## src/rtl/spu_pkg.sv

```systemverilog
// ---------------------------------------------------------------------------
// spu_pkg
// Shared SPU definitions: default framebuffer geometry, draw-engine indices,
// arbiter state encoding and the round-robin successor helper.
// ---------------------------------------------------------------------------
package spu_pkg;

    // 320x240 = 76800 pixels -> 17 address bits, 8-bit palette index per pixel
    localparam int SPU_ADDR_W = 17;
    localparam int SPU_DATA_W = 8;

    // Draw-engine indices on the framebuffer arbiter
    localparam logic [1:0] REQ_MAP    = 2'd0;
    localparam logic [1:0] REQ_SPRITE = 2'd1;
    localparam logic [1:0] REQ_SCORE  = 2'd2;
    localparam logic [1:0] OWNER_NONE = 2'd3;

    typedef enum logic {
        ARB_IDLE = 1'b0,
        ARB_OWN  = 1'b1
    } arb_state_t;

    // Next engine index in the 0 -> 1 -> 2 -> 0 ring. An out-of-ring value
    // (OWNER_NONE) maps to engine 0 so the ring always starts somewhere sane.
    function automatic logic [1:0] rr_next(input logic [1:0] idx);
        return (idx >= REQ_SCORE) ? REQ_MAP : idx + 2'd1;
    endfunction

endpackage

```

## src/rtl/spu_fb_arbiter_if.sv

```systemverilog
// ---------------------------------------------------------------------------
// spu_fb_arbiter_if
// Bundle between the three draw engines, the framebuffer write port and the
// framebuffer arbiter.
//   req/req_addr/req_data : engine write requests (engine i at slice i)
//   gnt                   : per-engine one-cycle accept pulse
//   fb_we/fb_addr/fb_wdata: framebuffer write port, fb_ready = backpressure
//   busy/owner            : debug / frame-swap status (owner 3 = none)
// Modports: master = arbiter side, slave = engines + framebuffer side.
// ---------------------------------------------------------------------------
interface spu_fb_arbiter_if
    import spu_pkg::*;
#(
    parameter int ADDR_W = SPU_ADDR_W,
    parameter int DATA_W = SPU_DATA_W
);

    logic [2:0]          req;
    logic [3*ADDR_W-1:0] req_addr;
    logic [3*DATA_W-1:0] req_data;
    logic [2:0]          gnt;
    logic                fb_we;
    logic [ADDR_W-1:0]   fb_addr;
    logic [DATA_W-1:0]   fb_wdata;
    logic                fb_ready;
    logic                busy;
    logic [1:0]          owner;

    modport master (
        input  req, req_addr, req_data, fb_ready,
        output gnt, fb_we, fb_addr, fb_wdata, busy, owner
    );

    modport slave (
        output req, req_addr, req_data, fb_ready,
        input  gnt, fb_we, fb_addr, fb_wdata, busy, owner
    );

endinterface

```

## src/rtl/spu_rr_pick.sv

```systemverilog
// ---------------------------------------------------------------------------
// spu_rr_pick
// Combinational 3-way round-robin picker. Searches last+1, last+2, last+3
// (mod 3) and returns the first requesting engine.
//   req   [2:0] : request bits, bit i = engine i
//   last  [1:0] : most recently released owner
//   valid       : at least one request present
//   pick  [1:0] : winning engine, OWNER_NONE when valid = 0
// ---------------------------------------------------------------------------
module spu_rr_pick
    import spu_pkg::*;
(
    input  logic [2:0] req,
    input  logic [1:0] last,
    output logic       valid,
    output logic [1:0] pick
);

    logic [1:0] cand [3];
    logic [3:0] req_ext;

    // Pad so a 2-bit index can never fall off the end of the vector
    assign req_ext = {1'b0, req};

    // Priority order for this cycle: the three ring positions after last
    assign cand[0] = rr_next(last);
    generate
        for (genvar gi = 1; gi < 3; gi++) begin : g_cand
            assign cand[gi] = rr_next(cand[gi-1]);
        end
    endgenerate

    always_comb begin
        valid = |req;
        pick  = OWNER_NONE;
        if (req_ext[cand[0]]) begin
            pick = cand[0];
        end else if (req_ext[cand[1]]) begin
            pick = cand[1];
        end else if (req_ext[cand[2]]) begin
            pick = cand[2];
        end
    end

endmodule

```

## src/rtl/spu_fb_arbiter.sv

```systemverilog
// ---------------------------------------------------------------------------
// spu_fb_arbiter
// Shares the framebuffer write port among the map (0), sprite (1) and score (2)
// draw engines. Ownership is granted round-robin after one arbitration
// (IDLE) cycle and held until the owner drops req or MAX_BURST writes have
// been accepted. fb_ready backpressure stalls the owner without timeout.
//   clk, rst : clock, asynchronous active-high reset
//   bus      : spu_fb_arbiter_if.master (engine requests, grants,
//              framebuffer write port, busy/owner status)
// ---------------------------------------------------------------------------
module spu_fb_arbiter
    import spu_pkg::*;
#(
    parameter int ADDR_W    = SPU_ADDR_W,
    parameter int DATA_W    = SPU_DATA_W,
    parameter int MAX_BURST = 16            // 1..256
)(
    input  logic                   clk,
    input  logic                   rst,
    spu_fb_arbiter_if.master       bus
);

    // bcnt only ever holds 0..MAX_BURST-1, so 8 bits cover 256; the
    // increment is done at 9 bits so a limit of 256 compares correctly.
    localparam logic [8:0] BURST_LIM = 9'(MAX_BURST);

    arb_state_t  state_q, state_d;
    logic [1:0]  owner_q, owner_d;
    logic [1:0]  last_q,  last_d;
    logic [7:0]  bcnt_q,  bcnt_d;

    logic              own;
    logic [3:0]        req_ext;
    logic [ADDR_W-1:0] addr_arr [4];
    logic [DATA_W-1:0] data_arr [4];
    logic              owner_req;
    logic              accept;
    logic [8:0]        bcnt_inc;
    logic              burst_done;
    logic              pick_valid;
    logic [1:0]        pick;

    // ------------------------------------------------------------------
    // Per-engine request slices. Slot 3 (OWNER_NONE) reads as zero.
    // ------------------------------------------------------------------
    assign req_ext = {1'b0, bus.req};

    generate
        for (genvar gi = 0; gi < 3; gi++) begin : g_slice
            assign addr_arr[gi] = bus.req_addr[gi*ADDR_W +: ADDR_W];
            assign data_arr[gi] = bus.req_data[gi*DATA_W +: DATA_W];
        end
    endgenerate

    assign addr_arr[3] = '0;
    assign data_arr[3] = '0;

    // ------------------------------------------------------------------
    // Round-robin selection, consulted only while IDLE
    // ------------------------------------------------------------------
    spu_rr_pick u_pick (
        .req   (bus.req),
        .last  (last_q),
        .valid (pick_valid),
        .pick  (pick)
    );

    // ------------------------------------------------------------------
    // Write port: combinational from the owner's request. Everything is
    // qualified by own, so reset forces the port quiet immediately.
    // ------------------------------------------------------------------
    assign own        = (state_q == ARB_OWN);
    assign owner_req  = own & req_ext[owner_q];
    assign accept     = owner_req & bus.fb_ready;
    assign bcnt_inc   = {1'b0, bcnt_q} + 9'd1;
    assign burst_done = accept & (bcnt_inc == BURST_LIM);

    assign bus.fb_we    = owner_req;
    assign bus.fb_addr  = own ? addr_arr[owner_q] : '0;
    assign bus.fb_wdata = own ? data_arr[owner_q] : '0;
    assign bus.busy     = own;
    assign bus.owner    = owner_q;

    generate
        for (genvar gi = 0; gi < 3; gi++) begin : g_gnt
            assign bus.gnt[gi] = accept & (owner_q == 2'(gi));
        end
    endgenerate

    // ------------------------------------------------------------------
    // Next-state logic
    // ------------------------------------------------------------------
    always_comb begin
        state_d = state_q;
        owner_d = owner_q;
        last_d  = last_q;
        bcnt_d  = bcnt_q;
        case (state_q)
            ARB_IDLE: begin
                if (pick_valid) begin
                    state_d = ARB_OWN;
                    owner_d = pick;
                    bcnt_d  = 8'd0;
                end
            end
            ARB_OWN: begin
                // A dropped request and an accept are mutually exclusive
                // (fb_we follows req), so only one release cause fires.
                if (!req_ext[owner_q] || burst_done) begin
                    state_d = ARB_IDLE;
                    last_d  = owner_q;
                    owner_d = OWNER_NONE;
                    bcnt_d  = 8'd0;
                end else if (accept) begin
                    bcnt_d = bcnt_inc[7:0];
                end
            end
        endcase
    end

    // ------------------------------------------------------------------
    // State registers. last resets to engine 2 so engine 0 wins first.
    // ------------------------------------------------------------------
    always_ff @(posedge clk or posedge rst) begin
        if (rst) begin
            state_q <= ARB_IDLE;
            owner_q <= OWNER_NONE;
            last_q  <= REQ_SCORE;
            bcnt_q  <= 8'd0;
        end else begin
            state_q <= state_d;
            owner_q <= owner_d;
            last_q  <= last_d;
            bcnt_q  <= bcnt_d;
        end
    end

endmodule

```

## src/flat_wrapper.sv

```systemverilog
// flat-port wrapper written by rule: the top's interface ports become plain ports
module spu_fb_arbiter_flat import spu_pkg::*;
#(
    parameter int ADDR_W    = SPU_ADDR_W,
    parameter int DATA_W    = SPU_DATA_W,
    parameter int MAX_BURST = 16                     
)
  (clk, rst, bus_req, bus_req_addr, bus_req_data, bus_fb_ready, bus_gnt, bus_fb_we, bus_fb_addr, bus_fb_wdata, bus_busy, bus_owner);
  spu_fb_arbiter_if #(.ADDR_W(ADDR_W), .DATA_W(DATA_W)) bus_i ();
  input  logic clk;
  input  logic rst;
  input wire logic [$bits(bus_i.req)-1:0] bus_req;
  input wire logic [$bits(bus_i.req_addr)-1:0] bus_req_addr;
  input wire logic [$bits(bus_i.req_data)-1:0] bus_req_data;
  input wire logic [$bits(bus_i.fb_ready)-1:0] bus_fb_ready;
  output wire logic [$bits(bus_i.gnt)-1:0] bus_gnt;
  output wire logic [$bits(bus_i.fb_we)-1:0] bus_fb_we;
  output wire logic [$bits(bus_i.fb_addr)-1:0] bus_fb_addr;
  output wire logic [$bits(bus_i.fb_wdata)-1:0] bus_fb_wdata;
  output wire logic [$bits(bus_i.busy)-1:0] bus_busy;
  output wire logic [$bits(bus_i.owner)-1:0] bus_owner;
  assign bus_i.req = bus_req;
  assign bus_i.req_addr = bus_req_addr;
  assign bus_i.req_data = bus_req_data;
  assign bus_i.fb_ready = bus_fb_ready;
  assign bus_gnt = bus_i.gnt;
  assign bus_fb_we = bus_i.fb_we;
  assign bus_fb_addr = bus_i.fb_addr;
  assign bus_fb_wdata = bus_i.fb_wdata;
  assign bus_busy = bus_i.busy;
  assign bus_owner = bus_i.owner;
  spu_fb_arbiter #(.ADDR_W(ADDR_W), .DATA_W(DATA_W), .MAX_BURST(MAX_BURST)) u_core (.clk(clk), .rst(rst), .bus(bus_i));
endmodule
```

## config.mk

```make
export PLATFORM = sky130hd
export DESIGN_NAME = spu_fb_arbiter_flat
export DESIGN_NICKNAME = d
export VERILOG_FILES = /design/src/rtl/spu_pkg.sv /design/src/rtl/spu_fb_arbiter_if.sv /design/src/rtl/spu_rr_pick.sv /design/src/rtl/spu_fb_arbiter.sv /design/src/flat_wrapper.sv
export SDC_FILE = /design/constraint.sdc
export NUM_CORES = 1
export LEC_CHECK = 0
export BUFFER_PORTS_ARGS = -buffer_cell sky130_fd_sc_hd__buf_4
export CORE_MARGIN = 3
export CORE_UTILIZATION = 44
export CTS_CLUSTER_SIZE = 14
export DETAILED_ROUTE_END_ITERATION = 8
export PLACE_DENSITY = 0.85
export SLEW_MARGIN = 20
export SYNTH_ARGS = -nofsm -noshare
export SYNTH_HDL_FRONTEND = slang
export SYNTH_SLANG_ARGS = --single-unit
```

## constraint.sdc

```tcl
create_clock -name clk -period 3.3 [get_ports clk]
set_clock_uncertainty 0.1 [all_clocks]
set_input_delay 0 -clock clk [delete_from_list [all_inputs] [get_ports clk]]
set_output_delay 0 -clock clk [all_outputs]
set_load 0.01 [all_outputs]
```

==> reports/results.ini, run 1 <==
[cts]
ctsHoldBuffers=5
cts_root_buffer=sky130_fd_sc_hd__clkbuf_4
clkSinkCount=13
htree_depth=1
clock_insertion_delay_worst_skew_ps=290
number_of_cells_upsized_or_downsized_after_cts=0
clock_tree.buffer_depth=2
cts.reportedPaths.clkPinSlew_ps=80
cts_tree=built
buffers_inserted_by_post_cts_timing_repair=0
numCtsBuffers=3

[min_path]
hp-class=input port to register

[timing]
slew_at_the_pin_closest_to_its_max_slew_limit_ps=517
finalSetupViolCount=0
layout_worst_path_cycle_share=0.700
final.hold.worst_slack_ps=88.5
fmax_mhz=433
totalNegativeSetupSlack_ps=0
finalHoldViolCount=0
slew_viol_final=0
timing.final.crit_period_ps=2310
max_slew_margin=0.655
final.setup.worst_slack_ps=991
rsz0062_at_grt=no

[worst_setup_path]
worstPathArrival_ps=2210
worst_path_maximum_fanout=29
timing.critical_path.to_type=output port
setup.worst_path.start_class=register
crit_type=register to output port
cp.required_ps=3200

[final_layout]
n_antenna_cell=0
nets=406
layout_cells_sized_above_1=0.409
fin_util=0.778
area_growth_syn_to_layout_pct=61.0
nFillCells=228

[placement]
dp.final_hpwl_um=4480
place_ws_ps=1050
place_congestion=0.929
io_buffers=112

[detailed_routing]
detail_route.wirelength_um=5740
dr.pass1.iters=4
detail-route-antenna-nets=0
drc=0
count_of_vias_placed_by_the_detailed_router=1945
post_drt_via_cell_ratio=5.30
routed_wire_length_per_instance_um=15.6
detailedRoute.firstIterationViolations=168

[synthesis]
synth_flop_cell=sky130_fd_sc_hd__dfrtp_1
synthesized_netlist_cell_count=213
yosys_warnings=0
synth.cell_area_um2=1540
synth.yosys.seq_area_share=0.214
share_of_flip_flops_with_an_asynchronous_set_or_reset=1.00
synth_nets=295
synth_enable_flop_cells=0
syn-mean-instance-area_um2=7.21
ff_latch_count_synth=13
number_of_different_library_cells_in_the_post_synthesis_netlist=45

[floorplanning]
dieHeight_um=65.1
initial_core_util=0.483
ioPinCount=113
design.core.area_um2=3180
chipWidth_um=65.1
floorplan.die_area_um2=4230
placementRows=20

[global_routing]
globalRouteMet2Util=0.446
grt_busiest_layer=met2
overflow=0
first_global_vias=1776
met3_usage=0.0416
antenna_found_initial=0
global_route.usage.total=0.270
grt_max_degree=30
global_route_wire_length_before_repair_um=8940
grtUsageMet1=0.361

[flow_run]
maxCapViolCount=0

[power]
cellLeakagePower_nw=1.28
p_total_w=0.00161
power.density_nw_per_um2=652
power.ir.vdd_worst_mv=0.647

[status]
status=complete, no violations

==> sequential cells by signal, indices dropped and copies added (netlist names) <==
| name | count |
|---|---|
| u_core.bus.owner | 2 |
| u_core.last_q | 2 |
| u_core.bcnt_q | 8 |
| u_core.bus.busy | 1 |
==> critical path, cell delays in order, from the launching register on <==
cell	delay [ps]
sky130_fd_sc_hd__dfstp_2	590
sky130_fd_sc_hd__buf_4	320
sky130_fd_sc_hd__nor2b_2	300
sky130_fd_sc_hd__buf_4	310
sky130_fd_sc_hd__a21oi_1	150
sky130_fd_sc_hd__nor2_1	110
sky130_fd_sc_hd__buf_4	140
==> synth_stat cells, drive strengths merged (2+ instances only) <==
library cell / count / share of area
nor3b: 2 / 0.0098
buf: 8 / 0.028
nor2b: 2 / 0.0081
mux2i: 26 / 0.18
nor4b: 2 / 0.011
clkbuf: 7 / 0.017
a31oi: 3 / 0.022
dfstp: 3 / 0.051
nor4: 2 / 0.0081
o21ai: 2 / 0.0065
dfrtp: 10 / 0.16
inv: 4 / 0.0098
nand2: 12 / 0.029
nor3: 8 / 0.029
a21o: 2 / 0.0098
nand3: 5 / 0.016
a22o: 3 / 0.017
mux2: 3 / 0.022
nor2: 56 / 0.14
a21oi: 33 / 0.11
and3: 2 / 0.0081
==> where the power goes <==
group	leakage (nW)	switching, W	internal, W
clock	0.0150	0.0000594	0.0000471
sequential	0.165	0.0000988	0.000211
combinational	1.10	0.000613	0.000582
total	1.28	0.000772	0.000840
==> final cells by class <==
class,count,area [µm²],area share
clock buffers,4,26.3,0.0106
well taps,44,55.1,0.0223
flip-flops and latches,13,329,0.133
multi-input cells,180,1120,0.454
repair buffers,121,921,0.373
inverters,5,18.8,0.00759
==> final timing paths <==
| path | end | cells past startpoint | slack [ps] | start |
|---|---|---|---|---|
| max in group asynchronous | u_core.bus.owner[1] | 3 | 2550 | rst |
| setup reg to reg | u_core.bcnt_q[2] | 4 | 1010 | u_core.bus.owner[1] |
| hold / removal | u_core.bus.owner[1] | 4 | 90 | bus_req[1] |
| min in group asynchronous | u_core.bcnt_q[6] | 3 | 190 | rst |
| hold reg to reg | u_core.last_q[0] | 1 | 460 | u_core.last_q[0] |
| setup / recovery | bus_fb_addr[8] | 6 | 990 | u_core.bus.owner[0] |
==> placed cells by master (no fill, tap or decap), types with 3 or more instances in the layout <==
cell type	instances
sky130_fd_sc_hd__a21oi_1	33
sky130_fd_sc_hd__a22o_1	3
sky130_fd_sc_hd__buf_4	116
sky130_fd_sc_hd__clkbuf_4	3
sky130_fd_sc_hd__dfrtp_1	10
sky130_fd_sc_hd__dfstp_2	3
sky130_fd_sc_hd__dlygate4sd3_1	5
sky130_fd_sc_hd__inv_1	3
sky130_fd_sc_hd__mux2i_1	25
sky130_fd_sc_hd__nand2_1	12
sky130_fd_sc_hd__nand3_1	5
sky130_fd_sc_hd__nor2_1	56
sky130_fd_sc_hd__nor3_1	7
==> metal layers <==
metal / routed length [µm] / vias up
met5: 0 / -
met4: 87 / 0
met3: 471 / 9
met2: 2810 / 102
met1: 2370 / 858
li1: - / 976
==> kinds of logic (layout without fill, tap and decap cells) <==
kind of cell             Yosys count  in the layout  share of synthesized area
AND/OR/NAND/NOR                   98             98                      0.294
multiplexers                      29             29                      0.200
adder cells (fa/ha/maj)            1              1                    0.00815
AO/OA/AOI/OAI                     52             52                      0.227
flip-flops                        13             13                      0.214
buffers and inverters             20            130                     0.0570
==> metrics by stage <==
step | std cells | cell area (µm²)
after CTS | 367 | 2470
after detailed placement | 358 | 2390
after global placement | 358 | 2390
final | 367 | 2470
after global routing | 367 | 2470
after floorplan | 213 | 1540
Note: power is estimated with default switching activity, not from simulation.
==> run 2: changes to the inputs <==
Settings changed: ABC_AREA set to 1, CORE_UTILIZATION 44 to 41, PLACE_DENSITY 0.85 to 0.8.
Clock period 3.3 ns to 2.35 ns, I/O delays scaled along.
==> run 2 against run 1 <==
Effect of this change: utilization is 6.6 points lower; clock power grew 93%; count of clock-buffer cells in the layout stayed put; design area up 0.61%; via count is 14% higher; register-to-register slack got worse by 610 ps; wire length is 4.9% higher; sequential power increased by 37%; first-iteration DRC count down 39%; global-route usage shrank 1.0 points; worst setup slack lost 710 ps; power rose by 53%; critical endpoint is now bus_fb_addr[1].
==> reports/results.ini, run 2 <==
[global_routing]
first_global_vias=1961
global_route.usage.total=0.259
overflow=0
global_route_wire_length_before_repair_um=9160
antenna_found_initial=0
grt_max_degree=29

[timing]
timing.final.crit_period_ps=2070
fmax_mhz=484
layout_worst_path_cycle_share=0.879
max_slew_margin=0.615
slew_at_the_pin_closest_to_its_max_slew_limit_ps=573
finalHoldViolCount=0
rsz0062_at_grt=no
finalSetupViolCount=0
totalNegativeSetupSlack_ps=0
final.hold.worst_slack_ps=27.4
slew_viol_final=0

[placement]
place_congestion=0.846
dp.final_hpwl_um=4730
io_buffers=112
place_inst=444

[worst_setup_path]
critical_path.reg2reg.endpoint=u_core.bcnt_q[3]
timing.critical_path.to_type=output port
ff2ff_setup_slack_ps=400
cp.required_ps=2250
setup.worst_path.start_class=register
worst_flop_to_flop_path_startpoint=u_core.bcnt_q[1]
worst_path_maximum_fanout=28
crit_type=register to output port
worstPathArrival_ps=1970
critical_path.startpoint=u_core.bus.owner[1]
worstRegToRegCells=12

[detailed_routing]
post_drt_via_cell_ratio=4.93
count_of_vias_placed_by_the_detailed_router=2215
routed-wl-met2_um=2980
detail-route-antenna-nets=0
routed_wire_length_per_instance_um=13.4
routed_length_on_met3_um=524
drc=0
dr.max_layer_used=met4
detailedRoute.firstIterationViolations=102
detail_route.wirelength_um=6020
detail_route.wirelength.met1_um=2360
dr.pass1.iters=5

[final_layout]
most_used_cells_in_the_layout_excluding_fill_and_tap_cells=117 x sky130_fd_sc_hd__buf_4, 115 x sky130_fd_sc_hd__nand2_1, 68 x sky130_fd_sc_hd__nand3_1
area_growth_syn_to_layout_pct=60.1
post_layout_nonfiller_instances=449
n_antenna_cell=0
leading_cell_type_in_the_layout_fill_and_taps_excluded=sky130_fd_sc_hd__buf_4
nets=486
largest_register_ffs=8
layout_cells_sized_above_1=0.315
largest_register=u_core.bcnt_q
fin_util=0.711

[cts]
clock_tree.buffer_depth=2
htree_depth=1
cts_root_buffer=sky130_fd_sc_hd__clkbuf_8
cts_tree=built
clock_insertion_delay_worst_skew_ps=250
clkSinkCount=13
numCtsBuffers=3
number_of_cells_upsized_or_downsized_after_cts=0
cts.reportedPaths.clkPinSlew_ps=60

[synthesis]
synth_top_area_frac=0.278
synth_nets=377
synth.area.top_cells=sky130_fd_sc_hd__nand2_1 28%, sky130_fd_sc_hd__nand3_1 22%, sky130_fd_sc_hd__dfrtp_1 16%, sky130_fd_sc_hd__inv_1 11%, sky130_fd_sc_hd__dfstp_2 5.1%
syn-mean-instance-area_um2=5.26
synth_top_family_by_area=simple AND/OR/NAND/NOR gates
synth_most_common_cell=sky130_fd_sc_hd__nand2_1
synth.cell_area_um2=1550
synth-simple-area-share=0.573
share_of_flip_flops_with_an_asynchronous_set_or_reset=1.00
share_of_cell_area_taken_by_muxes_after_synthesis=0
synth.yosys.seq_area_share=0.212
synth_enable_flop_cells=0
yosys-top-cells-count=115 x sky130_fd_sc_hd__nand2_1, 68 x sky130_fd_sc_hd__nand3_1, 44 x sky130_fd_sc_hd__inv_1
synth-xor-area-share=0.00564
synth_flop_cell=sky130_fd_sc_hd__dfrtp_1
yosys_warnings=0
synth-compound-area-share=0.0580
ff_latch_count_synth=13
number_of_different_library_cells_in_the_post_synthesis_netlist=21
synthesized_netlist_cell_count=295
synthAdderAreaFrac=0.00806
largest_area_contributor_in_the_synthesized_netlist=sky130_fd_sc_hd__nand2_1

[power]
power.density_nw_per_um2=991
p_total_w=0.00246
power.ir.vdd_worst_mv=0.621
cellLeakagePower_nw=1.50

[floorplanning]
design.core.area_um2=3490
ioPinCount=113
dieHeight_um=67.5
placementRows=21
initial_core_util=0.444
floorplan.die_area_um2=4560
chipWidth_um=67.5

[min_path]
min_delay_path_depth=3
hp-start=bus_req[1]
hp-class=input port to register
worst_hold_endpoint=u_core.bus.busy

[flow_run]
maxCapViolCount=0

[status]
status=complete, no violations

-- run 2: logic make-up after synthesis --
| family | after synthesis |
|---|---|
| and+or+nand+nor | 207 |
| buffers and inverters | 58 |
| AOI/OAI and AO/OA | 15 |
| DFF | 13 |
| xor gates and xnor gates | 1 |
| adders and majority gates | 1 |
-- run 2: through the flow --
stage / instance area, µm² / setup slack, ps
after floorplan: 1550 / 642
after global placement: 2430 / 495
after detailed placement: 2430 / 435
after CTS: 2490 / 282
after global routing: 2490 / 163
final: 2490 / 285
-- run 2: cell type report --
type	count	area, µm²
clock buffer	4	45.0
multi-input combinational	224	1000
fill	347	1010
timing repair buffer	118	888
tap	46	57.6
inverter	44	165
sequential	13	329
-- run 2: metal layers --
| metal | track usage | vias to the layer above |
|---|---|---|
| met4 | 0.0734 | 0 |
| met2 | 0.443 | 91 |
| met1 | 0.317 | 962 |
| li1 | - | 1148 |
| met5 | 0 | - |
| met3 | 0.0682 | 14 |
-- run 2: how the worst max path moves through the flow --
stage	to	slack (ps)	cells past startpoint
floorplan	u_core.bcnt_q[5]	640	10
global placement	u_core.bcnt_q[3]	490	12
CTS	bus_fb_addr[1]	280	9
global route	bus_fb_addr[15]	160	9
detailed placement	u_core.bcnt_q[4]	440	9
finish	bus_fb_addr[1]	280	9
-- run 2: repair_timing --
item | in CTS | in global routing
hold endpoints to repair | 10 | 0
hold buffers | 1 | 0
setup buffers | 0 | 0
-- run 2: where the power goes --
part           internal (W)  switching (W)
Combinational      0.000755        0.00108
Clock              0.000120      0.0000846
Sequential         0.000313       0.000113
-- run 2: worst max-delay path, cell delays in order (launching register included) --
cell and delay, ps:
sky130_fd_sc_hd__dfstp_2 610, sky130_fd_sc_hd__inv_1 70, sky130_fd_sc_hd__buf_4 220, sky130_fd_sc_hd__nor2_1 110, sky130_fd_sc_hd__buf_4 280, sky130_fd_sc_hd__nand2_1 90, sky130_fd_sc_hd__nand3_1 80, sky130_fd_sc_hd__nand2_1 50
sky130_fd_sc_hd__inv_1 70, sky130_fd_sc_hd__buf_4 120
==> run 3: changes to the inputs <==
Settings changed: BUFFER_PORTS_ARGS -buffer_cell sky130_fd_sc_hd__buf_4 to not set, CORE_UTILIZATION 41 to 62, DONT_BUFFER_PORTS set to 1, PLACE_DENSITY 0.8 to 0.77.
==> run 3 against run 2 <==
Effect of this change: global-route usage increased by 2.1 points; die area shrank 31%; combinational power is 23% lower; sequential power is 2% lower; via count decreased by 14%; sequential share of layout area grew 6.7 points; utilization rose by 0.81 points; critical path type unchanged.
==> reports/results.ini, run 3 (same netlist as run 2, synthesis figures left out) <==
[status]
status=complete, no violations

[global_routing]
global_route_wire_length_before_repair_um=7290
grt_max_degree=29
first_global_vias=1670
global_route.usage.total=0.280
antenna_found_initial=0
overflow=0

[placement]
place_inst=315
place_congestion=0.878
io_buffers=0
dp.final_hpwl_um=3290

[floorplanning]
chipWidth_um=56.0
initial_core_util=0.676
placementRows=17
floorplan.die_area_um2=3140
design.core.area_um2=2300
ioPinCount=113
dieHeight_um=56.0

[detailed_routing]
dr.pass1.iters=6
detail-route-antenna-nets=0
detailedRoute.firstIterationViolations=197
count_of_vias_placed_by_the_detailed_router=1907
detail_route.wirelength_um=4450
drc=0
post_drt_via_cell_ratio=5.89
routed_wire_length_per_instance_um=13.7

[timing]
fmax_mhz=482
finalHoldViolCount=0
slew_viol_final=0
final.hold.worst_slack_ps=22.2
totalNegativeSetupSlack_ps=0
finalSetupViolCount=0
rsz0062_at_grt=no
max_slew_margin=0.668
timing.final.crit_period_ps=2070
layout_worst_path_cycle_share=0.883
slew_at_the_pin_closest_to_its_max_slew_limit_ps=498

[worst_setup_path]
worstPathArrival_ps=1970
cp.required_ps=2250
timing.critical_path.to_type=output port
crit_type=register to output port
worst_path_maximum_fanout=28
worstRegToRegCells=9
cpPeakStageDelay_ps=650
cells_along_the_critical_path=inv_1, buf_4, nor2_1, buf_4, nand2_1, nand3_1, nand2_1, inv_1
setup.worst_path.start_class=register
crit_path_top_delay_cell=sky130_fd_sc_hd__dfstp_2

[min_path]
min_delay_path_depth=5
hp-class=input port to register

[final_layout]
nets=379
fin_util=0.719
n_antenna_cell=0
largest_register_ffs=8
area_growth_syn_to_layout_pct=6.45
layout_cells_sized_above_1=0.0574
leading_cell_type_in_the_layout_fill_and_taps_excluded=sky130_fd_sc_hd__nand2_1
post_layout_nonfiller_instances=324
largest_register=u_core.bcnt_q
most_used_cells_in_the_layout_excluding_fill_and_tap_cells=115 x sky130_fd_sc_hd__nand2_1, 68 x sky130_fd_sc_hd__nand3_1, 44 x sky130_fd_sc_hd__inv_1

[power]
power.ir.vdd_worst_mv=0.940
cellLeakagePower_nw=0.962
power.density_nw_per_um2=1190

[cts]
htree_depth=1
buffers_inserted_by_post_cts_timing_repair=0
cts_root_buffer=sky130_fd_sc_hd__clkbuf_4
clock_tree.buffer_depth=2
clkSinkCount=13
cts.reportedPaths.clkPinSlew_ps=90
numCtsBuffers=3
clock_insertion_delay_worst_skew_ps=290
cts_tree=built

[flow_run]
maxCapViolCount=0

[run 3: power breakdown]
part	leakage [nW]	switching, W	internal, W	total, W
combinational	0.779	0.000993	0.000418	0.00141
clock	0.0177	0.0000829	0.0000633	0.000146
sequential	0.165	0.000104	0.000313	0.000417
[run 3: timing repair]
item                      4_1_cts  5_1_grt
gates resized for setup         0        0
hold buffers                    5        0
hold endpoints to repair       18        0
[run 3: final cells by class]
cell class	count	area, µm²
Multi-Input combinational cell	224	1000
Fill cell	202	644
Sequential cell	13	329
Inverter	44	165
Timing Repair Buffer	11	95.1
Tap cell	28	35.0
Clock buffer	3	22.5
Clock inverter	1	5.00
[run 3: per-stage QoR]
stage / setup slack [ps] / power, W / cell area [µm²]
final: 276 / 0.00197 / 1650
after global routing: 115 / 0.00219 / 1650
after CTS: 285 / 0.00195 / 1650
after detailed placement: 388 / 0.00178 / 1580
after global placement: 454 / 0.00177 / 1580
after floorplan: 642 / 0.00154 / 1550
[run 3: path summary, 6_finish.rpt]
| kind | start | slack (ps) | endpoint |
|---|---|---|---|
| min reg2reg | u_core.last_q[0] | 420 | u_core.last_q[0] |
| max reg2reg | u_core.bus.owner[0] | 380 | u_core.bcnt_q[4] |
| min | bus_fb_ready | 20 | u_core.bcnt_q[1] |
| max in group asynchronous | rst | 1730 | u_core.bus.owner[0] |
| max | u_core.bus.owner[1] | 280 | bus_fb_addr[15] |
| min in group asynchronous | rst | 60 | u_core.bus.busy |
[run 3: critical path, delay by kind of cell (launching register included)]
kind	cells	cell delay (ps)
AND/OR/NAND/NOR	4	340
flip-flops	1	650
buffers and inverters	4	700
[run 3: metal layers]
metal / global-route usage / vias up / wire length (µm)
li1: - / 931 / -
met1: 0.360 / 844 / 1790
met2: 0.459 / 123 / 2140
met3: 0.0626 / 9 / 462
met4: 0.0983 / 0 / 62
met5: 0 / - / 0
